`src/rtl/reduction_pipe_csg_if.sv`:
```
// reduction_pipe_csg_if: bundles the control, data and result signals of the
// reduction pipe. The master side drives vectors and controls; the slave side
// (the pipe itself) returns the results.
interface reduction_pipe_csg_if #(
  parameter int DIMENSION = 3,
  parameter int CHANNELS  = 1
);
  logic                          en;
  logic                          flush;
  logic                          in_valid;
  logic [CHANNELS*DIMENSION-1:0] in;
  logic [DIMENSION-1:0]          mask;
  logic [1:0]                    mode;
  logic                          out_valid;
  logic [CHANNELS-1:0]           out;
  logic [CHANNELS-1:0]           out_rise;

  modport master (
    output en, flush, in_valid, in, mask, mode,
    input  out_valid, out, out_rise
  );

  modport slave (
    input  en, flush, in_valid, in, mask, mode,
    output out_valid, out, out_rise
  );
endinterface

```
`src/rtl/reduction_pipe_csg.sv`:
```
// reduction_pipe_csg: two-stage pipelined multi-channel masked bit reduction
// (AND / OR / XOR / NOR) with enable, flush and an optional per-channel
// rising-edge pulse. Define REDUCTION_PIPE_CSG_EDGE_EN to build the edge
// history (prev) and out_rise logic; otherwise out_rise is tied to 0.
module reduction_pipe_csg #(
  parameter int DIMENSION = 3,
  parameter int CHANNELS  = 1,
  parameter int CHUNK     = 4
) (
  input logic               clk,
  input logic               rst_n,
  reduction_pipe_csg_if.slave bus
);

  localparam int NCHUNK = (DIMENSION + CHUNK - 1) / CHUNK;
  localparam int PADW   = NCHUNK * CHUNK;

  // Operator class carried down the pipe; NOR travels as OR plus an invert flag.
  typedef enum logic [1:0] {
    OP_AND = 2'b00,
    OP_OR  = 2'b01,
    OP_XOR = 2'b10
  } op_t;

  function automatic logic reduce_chunk(input logic [CHUNK-1:0] v, input op_t op);
    case (op)
      OP_AND:  reduce_chunk = &v;
      OP_OR:   reduce_chunk = |v;
      default: reduce_chunk = ^v;
    endcase
  endfunction

  function automatic logic reduce_parts(input logic [NCHUNK-1:0] v, input op_t op);
    case (op)
      OP_AND:  reduce_parts = &v;
      OP_OR:   reduce_parts = |v;
      default: reduce_parts = ^v;
    endcase
  endfunction

  op_t                        cls_d;
  logic                       inv_d;
  logic                       ident;
  logic [CHANNELS*PADW-1:0]   padded;
  logic [CHANNELS*NCHUNK-1:0] part_d;

  logic                       valid_a;
  logic [CHANNELS*NCHUNK-1:0] part_a;
  op_t                        op_a;
  logic                       inv_a;

  logic [CHANNELS-1:0]        res_b;

  // Decode the incoming mode into an operator class, invert flag and identity bit.
  always_comb begin
    cls_d = (bus.mode == 2'b11) ? OP_OR : op_t'(bus.mode);
    inv_d = (bus.mode == 2'b11);
    ident = (cls_d == OP_AND);
  end

  // Substitute the identity for masked and padding bits, then reduce each chunk.
  always_comb begin
    padded = {(CHANNELS*PADW){ident}};
    part_d = '0;
    for (int c = 0; c < CHANNELS; c++) begin
      for (int i = 0; i < DIMENSION; i++) begin
        padded[c*PADW + i] = bus.mask[i] ? bus.in[c*DIMENSION + i] : ident;
      end
      for (int k = 0; k < NCHUNK; k++) begin
        part_d[c*NCHUNK + k] = reduce_chunk(padded[c*PADW + k*CHUNK +: CHUNK], cls_d);
      end
    end
  end

  // Stage A registers: chunk partials plus the operator and valid that go with them.
  always_ff @(posedge clk or negedge rst_n) begin
    if (!rst_n) begin
      valid_a <= 1'b0;
      part_a  <= '0;
      op_a    <= OP_AND;
      inv_a   <= 1'b0;
    end else if (bus.flush) begin
      valid_a <= 1'b0;
      part_a  <= '0;
      op_a    <= OP_AND;
      inv_a   <= 1'b0;
    end else if (bus.en) begin
      valid_a <= bus.in_valid;
      part_a  <= part_d;
      op_a    <= cls_d;
      inv_a   <= inv_d;
    end
  end

  // Combine the partials of each channel and apply the NOR inversion.
  always_comb begin
    res_b = '0;
    for (int c = 0; c < CHANNELS; c++) begin
      res_b[c] = reduce_parts(part_a[c*NCHUNK +: NCHUNK], op_a) ^ inv_a;
    end
  end

  // Stage B registers: out only changes on a valid result, bubbles leave it alone.
  always_ff @(posedge clk or negedge rst_n) begin
    if (!rst_n) begin
      bus.out_valid <= 1'b0;
      bus.out       <= '0;
    end else if (bus.flush) begin
      bus.out_valid <= 1'b0;
      bus.out       <= '0;
    end else if (bus.en) begin
      bus.out_valid <= valid_a;
      if (valid_a) begin
        bus.out <= res_b;
      end
    end
  end

`ifdef REDUCTION_PIPE_CSG_EDGE_EN
  logic [CHANNELS-1:0] prev;

  // Edge history: pulse out_rise on a 0->1 result, updating prev only on valid results.
  always_ff @(posedge clk or negedge rst_n) begin
    if (!rst_n) begin
      prev         <= '0;
      bus.out_rise <= '0;
    end else if (bus.flush) begin
      prev         <= '0;
      bus.out_rise <= '0;
    end else if (bus.en) begin
      if (valid_a) begin
        bus.out_rise <= res_b & ~prev;
        prev         <= res_b;
      end else begin
        bus.out_rise <= '0;
      end
    end
  end
`else
  assign bus.out_rise = '0;
`endif

endmodule

```
`src/flat_wrapper.sv`:
```
// flat-port wrapper written by rule: the top's interface ports become plain ports
module reduction_pipe_csg_flat 
#(
  parameter int DIMENSION = 3,
  parameter int CHANNELS  = 1,
  parameter int CHUNK     = 4
)
  (clk, rst_n, bus_en, bus_flush, bus_in_valid, bus_in, bus_mask, bus_mode, bus_out_valid, bus_out, bus_out_rise);
  reduction_pipe_csg_if #(.DIMENSION(DIMENSION), .CHANNELS(CHANNELS)) bus_i ();
  input logic clk;
  input logic rst_n;
  input wire logic [$bits(bus_i.en)-1:0] bus_en;
  input wire logic [$bits(bus_i.flush)-1:0] bus_flush;
  input wire logic [$bits(bus_i.in_valid)-1:0] bus_in_valid;
  input wire logic [$bits(bus_i.in)-1:0] bus_in;
  input wire logic [$bits(bus_i.mask)-1:0] bus_mask;
  input wire logic [$bits(bus_i.mode)-1:0] bus_mode;
  output wire logic [$bits(bus_i.out_valid)-1:0] bus_out_valid;
  output wire logic [$bits(bus_i.out)-1:0] bus_out;
  output wire logic [$bits(bus_i.out_rise)-1:0] bus_out_rise;
  assign bus_i.en = bus_en;
  assign bus_i.flush = bus_flush;
  assign bus_i.in_valid = bus_in_valid;
  assign bus_i.in = bus_in;
  assign bus_i.mask = bus_mask;
  assign bus_i.mode = bus_mode;
  assign bus_out_valid = bus_i.out_valid;
  assign bus_out = bus_i.out;
  assign bus_out_rise = bus_i.out_rise;
  reduction_pipe_csg #(.DIMENSION(DIMENSION), .CHANNELS(CHANNELS), .CHUNK(CHUNK)) u_core (.clk(clk), .rst_n(rst_n), .bus(bus_i));
endmodule
```
`config.mk`:
```
export PLATFORM = sky130hd
export DESIGN_NAME = reduction_pipe_csg_flat
export DESIGN_NICKNAME = d
export VERILOG_FILES = /design/src/rtl/reduction_pipe_csg_if.sv /design/src/rtl/reduction_pipe_csg.sv /design/src/flat_wrapper.sv
export SDC_FILE = /design/constraint.sdc
export NUM_CORES = 1
export LEC_CHECK = 0
export CORE_AREA = 4 4 41 43
export CTS_CLUSTER_SIZE = 20
export DETAILED_ROUTE_END_ITERATION = 10
export DIE_AREA = 0 0 45 47
export PLACE_DENSITY = 0.69
export SYNTH_ARGS = -nofsm -noshare
export SYNTH_HDL_FRONTEND = slang
export SYNTH_SLANG_ARGS = --single-unit
```
`constraint.sdc`:
```
create_clock -name clk -period 0.8 [get_ports clk]
set_input_delay 0.12 -clock clk [delete_from_list [all_inputs] [get_ports clk]]
set_output_delay 0.12 -clock clk [all_outputs]
set_load 0.03 [all_outputs]
```
## Word level (Yosys, flattened, before mapping)

Cells that the tools add are included.

| word-level totals | value |
|---|---|
| bits in registers | 5 |
| input bits | 13 |
| output and inout bits | 3 |
| word-level logic and storage cells | 31 |

| cells by class | value |
|---|---|
| equality and inequality tests | 2 |
| multiplexer cells | 16 |
| bitwise gates (word level) | 1 |
| reductions and logical operators | 7 |

Operators with widths:

| cell | count |
|---|---|
| $mux W1 | 14 |
| $reduce_and A4 Y1 | 1 |
| $reduce_bool A2 Y1 | 2 |
| $reduce_or A4 Y1 | 1 |
| $reduce_xor A4 Y1 | 1 |
| $eq A2 B1 Y1 const B | 1 |
| $eq A2 B2 Y1 const B | 1 |
| $logic_not A2 Y1 | 1 |
| $mux W2 | 1 |
| $pmux W1 S2 | 1 |
| $reduce_and A2 Y1 | 1 |
| $xor A1 B1 Y1 | 1 |

## Longest topological paths before layout

| depth | value |
|---|---|
| depth in word-level cells | 8 |
| mapped depth | 7 |
| mapped depth without buffers | 7 |

## Least setup slack after synthesis

Ideal clock, no wire load.

| timing path | value |
|---|---|
| path kind | input-to-reg |
| from | input bus_mode[1] |
| to | register u_core.part_a |
| setup time | 0.122 ns |
| arrival time | 1.156 ns |
| data required time | 0.678 ns |
| path slack | -0.477 ns |
| cell stages on the path | 7 |
| buffers on the path | 0 |
| cell sequence | nor2_2 inv_2 o21ai_2 ha_1 xnor2_1 nand3b_1 a32o_1 |

| on the way | value |
|---|---|
| word-level cells in the longest chain between the ends | 8 |
| elaborated cells between the ends (all ways) | 13 |
| classes of those cells | 2 x eq/ne; 7 x mux; 4 x reduce/logical |

RTL lines:

| what | RTL line | text |
|---|---|---|
| from (decl) | flat_wrapper.sv:17 | `input wire logic [$bits(bus_i.mode)-1:0] bus_mode;` |
| $eq A2 B2 Y1 | reduction_pipe_csg.sv:56 | `cls_d = (bus.mode == 2'b11) ? OP_OR : op_t'(bus.mode);` |
| $mux W2 * | reduction_pipe_csg.sv:56 |  |
| $logic_not A2 Y1 | reduction_pipe_csg.sv:26, reduction_pipe_csg.sv:58 |  |
| $mux W1 | reduction_pipe_csg.sv:67 | `padded[c*PADW + i] = bus.mask[i] ? bus.in[c*DIMENSION + i] : ident;` |
| $reduce_xor A4 Y1, or another cell as far along | reduction_pipe_csg.sv:29 | `default: reduce_chunk = ^v;` |
| $pmux W1 S2 * | reduction_pipe_csg.sv:26 | `case (op)` |
| $mux W1 * | reduction_pipe_csg.sv:87 | `end else if (bus.en) begin` |
| $mux W1 * | reduction_pipe_csg.sv:82 | `end else if (bus.flush) begin` |
| to (signal assigned) | reduction_pipe_csg.sv:89 | `part_a <= part_d;` |
| to (decl) | reduction_pipe_csg.sv:48 | `logic [CHANNELS*NCHUNK-1:0] part_a;` |

Mark *: on every way between the ends. The rest lies on a longest branch, timed or not. The select of a mux whose other input is x is not followed.
A chain may end at the register's enable or synchronous reset.

## Worst setup path after layout

| timing path | value |
|---|---|
| from | input bus_mask[1] |
| to | register u_core.part_a |

| on the way | value |
|---|---|
| word-level cells in the longest chain between the ends | 5 |
| elaborated cells between the ends (all ways) | 7 |
| classes of those cells | 4 x mux; 3 x reduce/logical |

RTL lines:

| what | RTL line | text |
|---|---|---|
| from (decl) | flat_wrapper.sv:16 | `input wire logic [$bits(bus_i.mask)-1:0] bus_mask;` |
| $mux W1 * | reduction_pipe_csg.sv:67 |  |
| $reduce_xor A4 Y1, or another cell as far along | reduction_pipe_csg.sv:29 |  |
| $pmux W1 S2 * | reduction_pipe_csg.sv:26 |  |
| $mux W1 * | reduction_pipe_csg.sv:87 |  |
| $mux W1 * | reduction_pipe_csg.sv:82 |  |

Marks and branches as above.

==> summary.md <==
| Metric | Value |
|---|---|
| Status | `complete, but fails checks` |
| Failing checks | `negative setup slack` |
| Leakage | `~0.31 nW` |
| DR iter-0 viols | `9` |
| Drt pass-1 iters | `5` |
| Area delta synth->final | `65.68%` |
| Crit share post-route | `1.386` |
| Slowest Stage Delay on Critical Path | `between 0.2 and 0.3 ns` |
| Total GRT Usage | `0.08723` |
| Worst-Skew Late Latency | `0.25 ns` |
| Average wire per cell in the routed design | `9.753 um` |
| CP max-delay cell | `ha_1` |
| Final hold vios | `0` |
| RSZ-0062 raised after global routing | `yes` |
| Die ar. | `0.002115 mm2` |
| Min-delay worst type | `in -> async` |
| Clk slew on worst S/H paths | `~0.05 ns` |
| Crit path capture type | `flip-flop` |
| Syn nets | `57` |
| Grt total ovfl | `0` |
| Crit path max-delay family | `compound AO/OA/AOI/OAI gates` |
| Ports | `16` |
| Via count | `353` |
| Number of global-route vias before repair | `approximately 330` |
| Port-buffer cells | `14` |
| CTS Sinks | `5` |
| Hold_buf cts | `0` |
| Post-synth design cell area | `about 380 um2` |
| Critical path fanouts, max | `2` |
| First-pass GRT wire length | `~1300 um` |
| Dpl hpwl | `654.6 um` |
| Critical Path, Cell by Cell | `dlygate4sd2_1, nand2_1, o21ai_2, ha_1, xnor2_1, nand3b_1, a32o_1` |
| CTS tree | `done` |
| CP bufs+invs | `1` |
| Startpoint Class | `input port` |
| Period minus WS final | `roughly 1.1 ns` |
| Die H | `between 40 and 50 um` |
| Power density cells | `approximately 1300 mW/mm2` |
| Post-route cell area | `about 630 um2` |
| YS warnings | `0` |
| H-tree Lvls | `1` |
| Register bit count reported by yosys | `5` |
| Width of the die | `roughly 45 um` |
| Routability Congestion | `between 0.6 and 0.7` |
| Setup Skew | `0.007715 ns` |
| Register area | `about 130 um2` |
| Initial antenna violation count | `0` |
| Largest net degree at the start of global routing | `6` |
| Peak VDD IR | `approximately 0.76 mV` |
| Placed cell areas | `576.8 um2` |
| Placed Cells | `between 70 and 80` |
| CTS Root Cell | `clkbuf_4` |
| CP Depth | `7` |
| Drt drc | `0` |
| Final Net Count | `84` |
| Fmax achieved | `901.8 MHz` |
| Util after Layout | `0.4827` |
| Max-cap violation count | `0` |
| Post-route insts no fill | `81` |
| Multi-input logic area | `about 230 um2` |
| Unique cell type count in the Yosys netlist | `21` |
| Syn Inst Count | `40` |
| Seq/Total Area, Yosys | `0.3300` |
| Initial Utilization | `0.2913` |
| Cts bufs inserted | `3` |
| Critical path required time | `around 0.94 ns` |
| Worst EP arrival | `between 1 and 1.5 ns` |
| Routed wire length | `approximately 790 um` |
| Clk buf depth | `2` |
| Antenna-violating nets left | `0` |
| Core region area | `about 0.0013 mm2` |
| Final count of pins violating max slew | `0` |
| Setup CP Type | `in -> reg` |
| Mean post-synth cell area | `approximately 9.5 um2` |
| Fill cells | `approximately 120` |
| N_diodes | `0` |
| Setup violators final | `4` |
| Setup ws final | `-0.3089 ns` |
| Layout cell share with drive strength beyond 1 | `0.3788` |
| Drt via density | `roughly 4.4` |
| # rows | `13` |
| Worst Reg-to-Reg Cells | `2` |
[worst reg2reg max path: stages (launching register included)]
cell	delay, ns
dfrtp_1	0.38
xnor2_1	0.13
a311oi_1	0.21
[synthesized netlist by cell type]
library cell	instances	share of area
nand3_1	1	0.013
nor2_2	1	0.017
buf_6	1	0.030
dfrtp_1	5	0.33
o21ai_2	3	0.069
inv_2	1	0.0099
conb_1	1	0.0099
a32oi_1	1	0.023
a311oi_1	1	0.023
nor2b_4	1	0.036
nand2_1	4	0.040
mux2i_1	2	0.053
nor2_1	3	0.030
nand2b_1	1	0.017
a32o_1	1	0.026
nand3b_1	1	0.020
ha_1	4	0.13
a21oi_1	2	0.026
buf_4	1	0.020
xnor2_1	2	0.046
inv_1	3	0.030
[cell type report]
class                   count  share of cell area
multi-input cells          29              0.3645
repair buffers             24              0.3386
flip-flops and latches      5              0.2012
clock buffers               4             0.04183
well taps                  15             0.02988
inverters                   4             0.02390
[worst paths after layout]
kind                          startpoint             end  slack [ns]
setup / recovery             bus_mask[1]   u_core.part_a       -0.31
hold / removal                     rst_n   u_core.part_a        0.09
setup reg to reg           u_core.part_a  u_core.bus.out       -0.02
hold reg to reg            u_core.part_a   u_core.part_a        0.52
max in group asynchronous          rst_n  u_core.bus.out        0.49
min in group clk             bus_mode[1]    u_core.inv_a        0.25
[timing repair]
| action | 4_1_cts | 5_1_grt |
|---|---|---|
| gates resized for setup | 22 | 1 |
| pin swaps | 11 | 6 |
| setup endpoints to repair | 7 | 4 |
| buffers inserted | 3 | 0 |
[power by group]
| group | internal [mW] | switching [mW] | total (mW) |
|---|---|---|---|
| Combinational | 0.134 | 0.0985 | 0.232 |
| Clock | 0.189 | 0.113 | 0.303 |
| Sequential | 0.267 | 0.0105 | 0.278 |
| Total | 0.590 | 0.222 | 0.812 |
[logic make-up (layout without fill, tap and decap cells)]
logic type,count (synthesis),after routing,synth area share
flops,5,5,0.3300
simple gates,12,12,0.1716
compound gates,8,8,0.1683
xor+xnor,2,2,0.04621
buf+inv,6,32,0.08910
mux,2,2,0.05281
other cells,1,1,0.009891
fa+ha+maj,4,4,0.1320
[state kept, by name, indices dropped and copies added (netlist names)]
name / flops
u_core.bus.out: 1
u_core.bus.out_valid: 1
u_core.inv_a: 1
u_core.part_a: 1
u_core.valid_a: 1
[metrics by stage]
stage          hold WS [ns]  TNS [ns]  worst slack (ns)  total power [mW]
6_report            0.09363   -0.5373           -0.3089            0.8124
5_1_grt              0.1009   -0.7709           -0.4082            0.8673
4_1_cts             0.09249   -0.6177           -0.3518            0.8320
3_5_place_dp         0.3680    -2.420           -0.9815            0.5121
3_3_place_gp         0.3608    -2.358           -0.9822            0.5085
2_1_floorplan       -0.1756   -0.4310           -0.4310            0.3973
[metal layers]
layer  vias to the layer above  routed length, um  track usage
met1                       154                325      0.09425
met2                        10                395       0.1271
met4                         0                 15      0.07018
li1                        185                  -            -
met5                         -                  0            0
met3                         4                 53      0.04598
[layout by cell type (no fill, tap or decap)]
cell | synthesis | layout
ha_1 | 4 | 4
clkdlybuf4s50_1 | 0 | 2
inv_2 | 1 | 1
buf_4 | 1 | 10
buf_6 | 1 | 4
a21oi_1 | 2 | 1
a21oi_2 | 0 | 1
clkdlybuf4s15_1 | 0 | 2
nand3_1 | 1 | 1
a32oi_1 | 1 | 1
clkbuf_1 | 0 | 1
nand2b_1 | 1 | 1
xnor2_1 | 2 | 2
inv_1 | 3 | 3
nand3b_1 | 1 | 1
dlygate4sd2_1 | 0 | 6
nor2b_4 | 1 | 1
mux2i_1 | 2 | 2
clkbuf_4 | 0 | 3
nor2_4 | 0 | 1
nand2_1 | 4 | 4
conb_1 | 1 | 1
dfrtp_1 | 5 | 4
a32o_1 | 1 | 1
nor2_1 | 3 | 3
o21ai_2 | 3 | 3
dfrtp_2 | 0 | 1
a311oi_1 | 1 | 1
No activity file was read; power rests on OpenSTA's default activity.
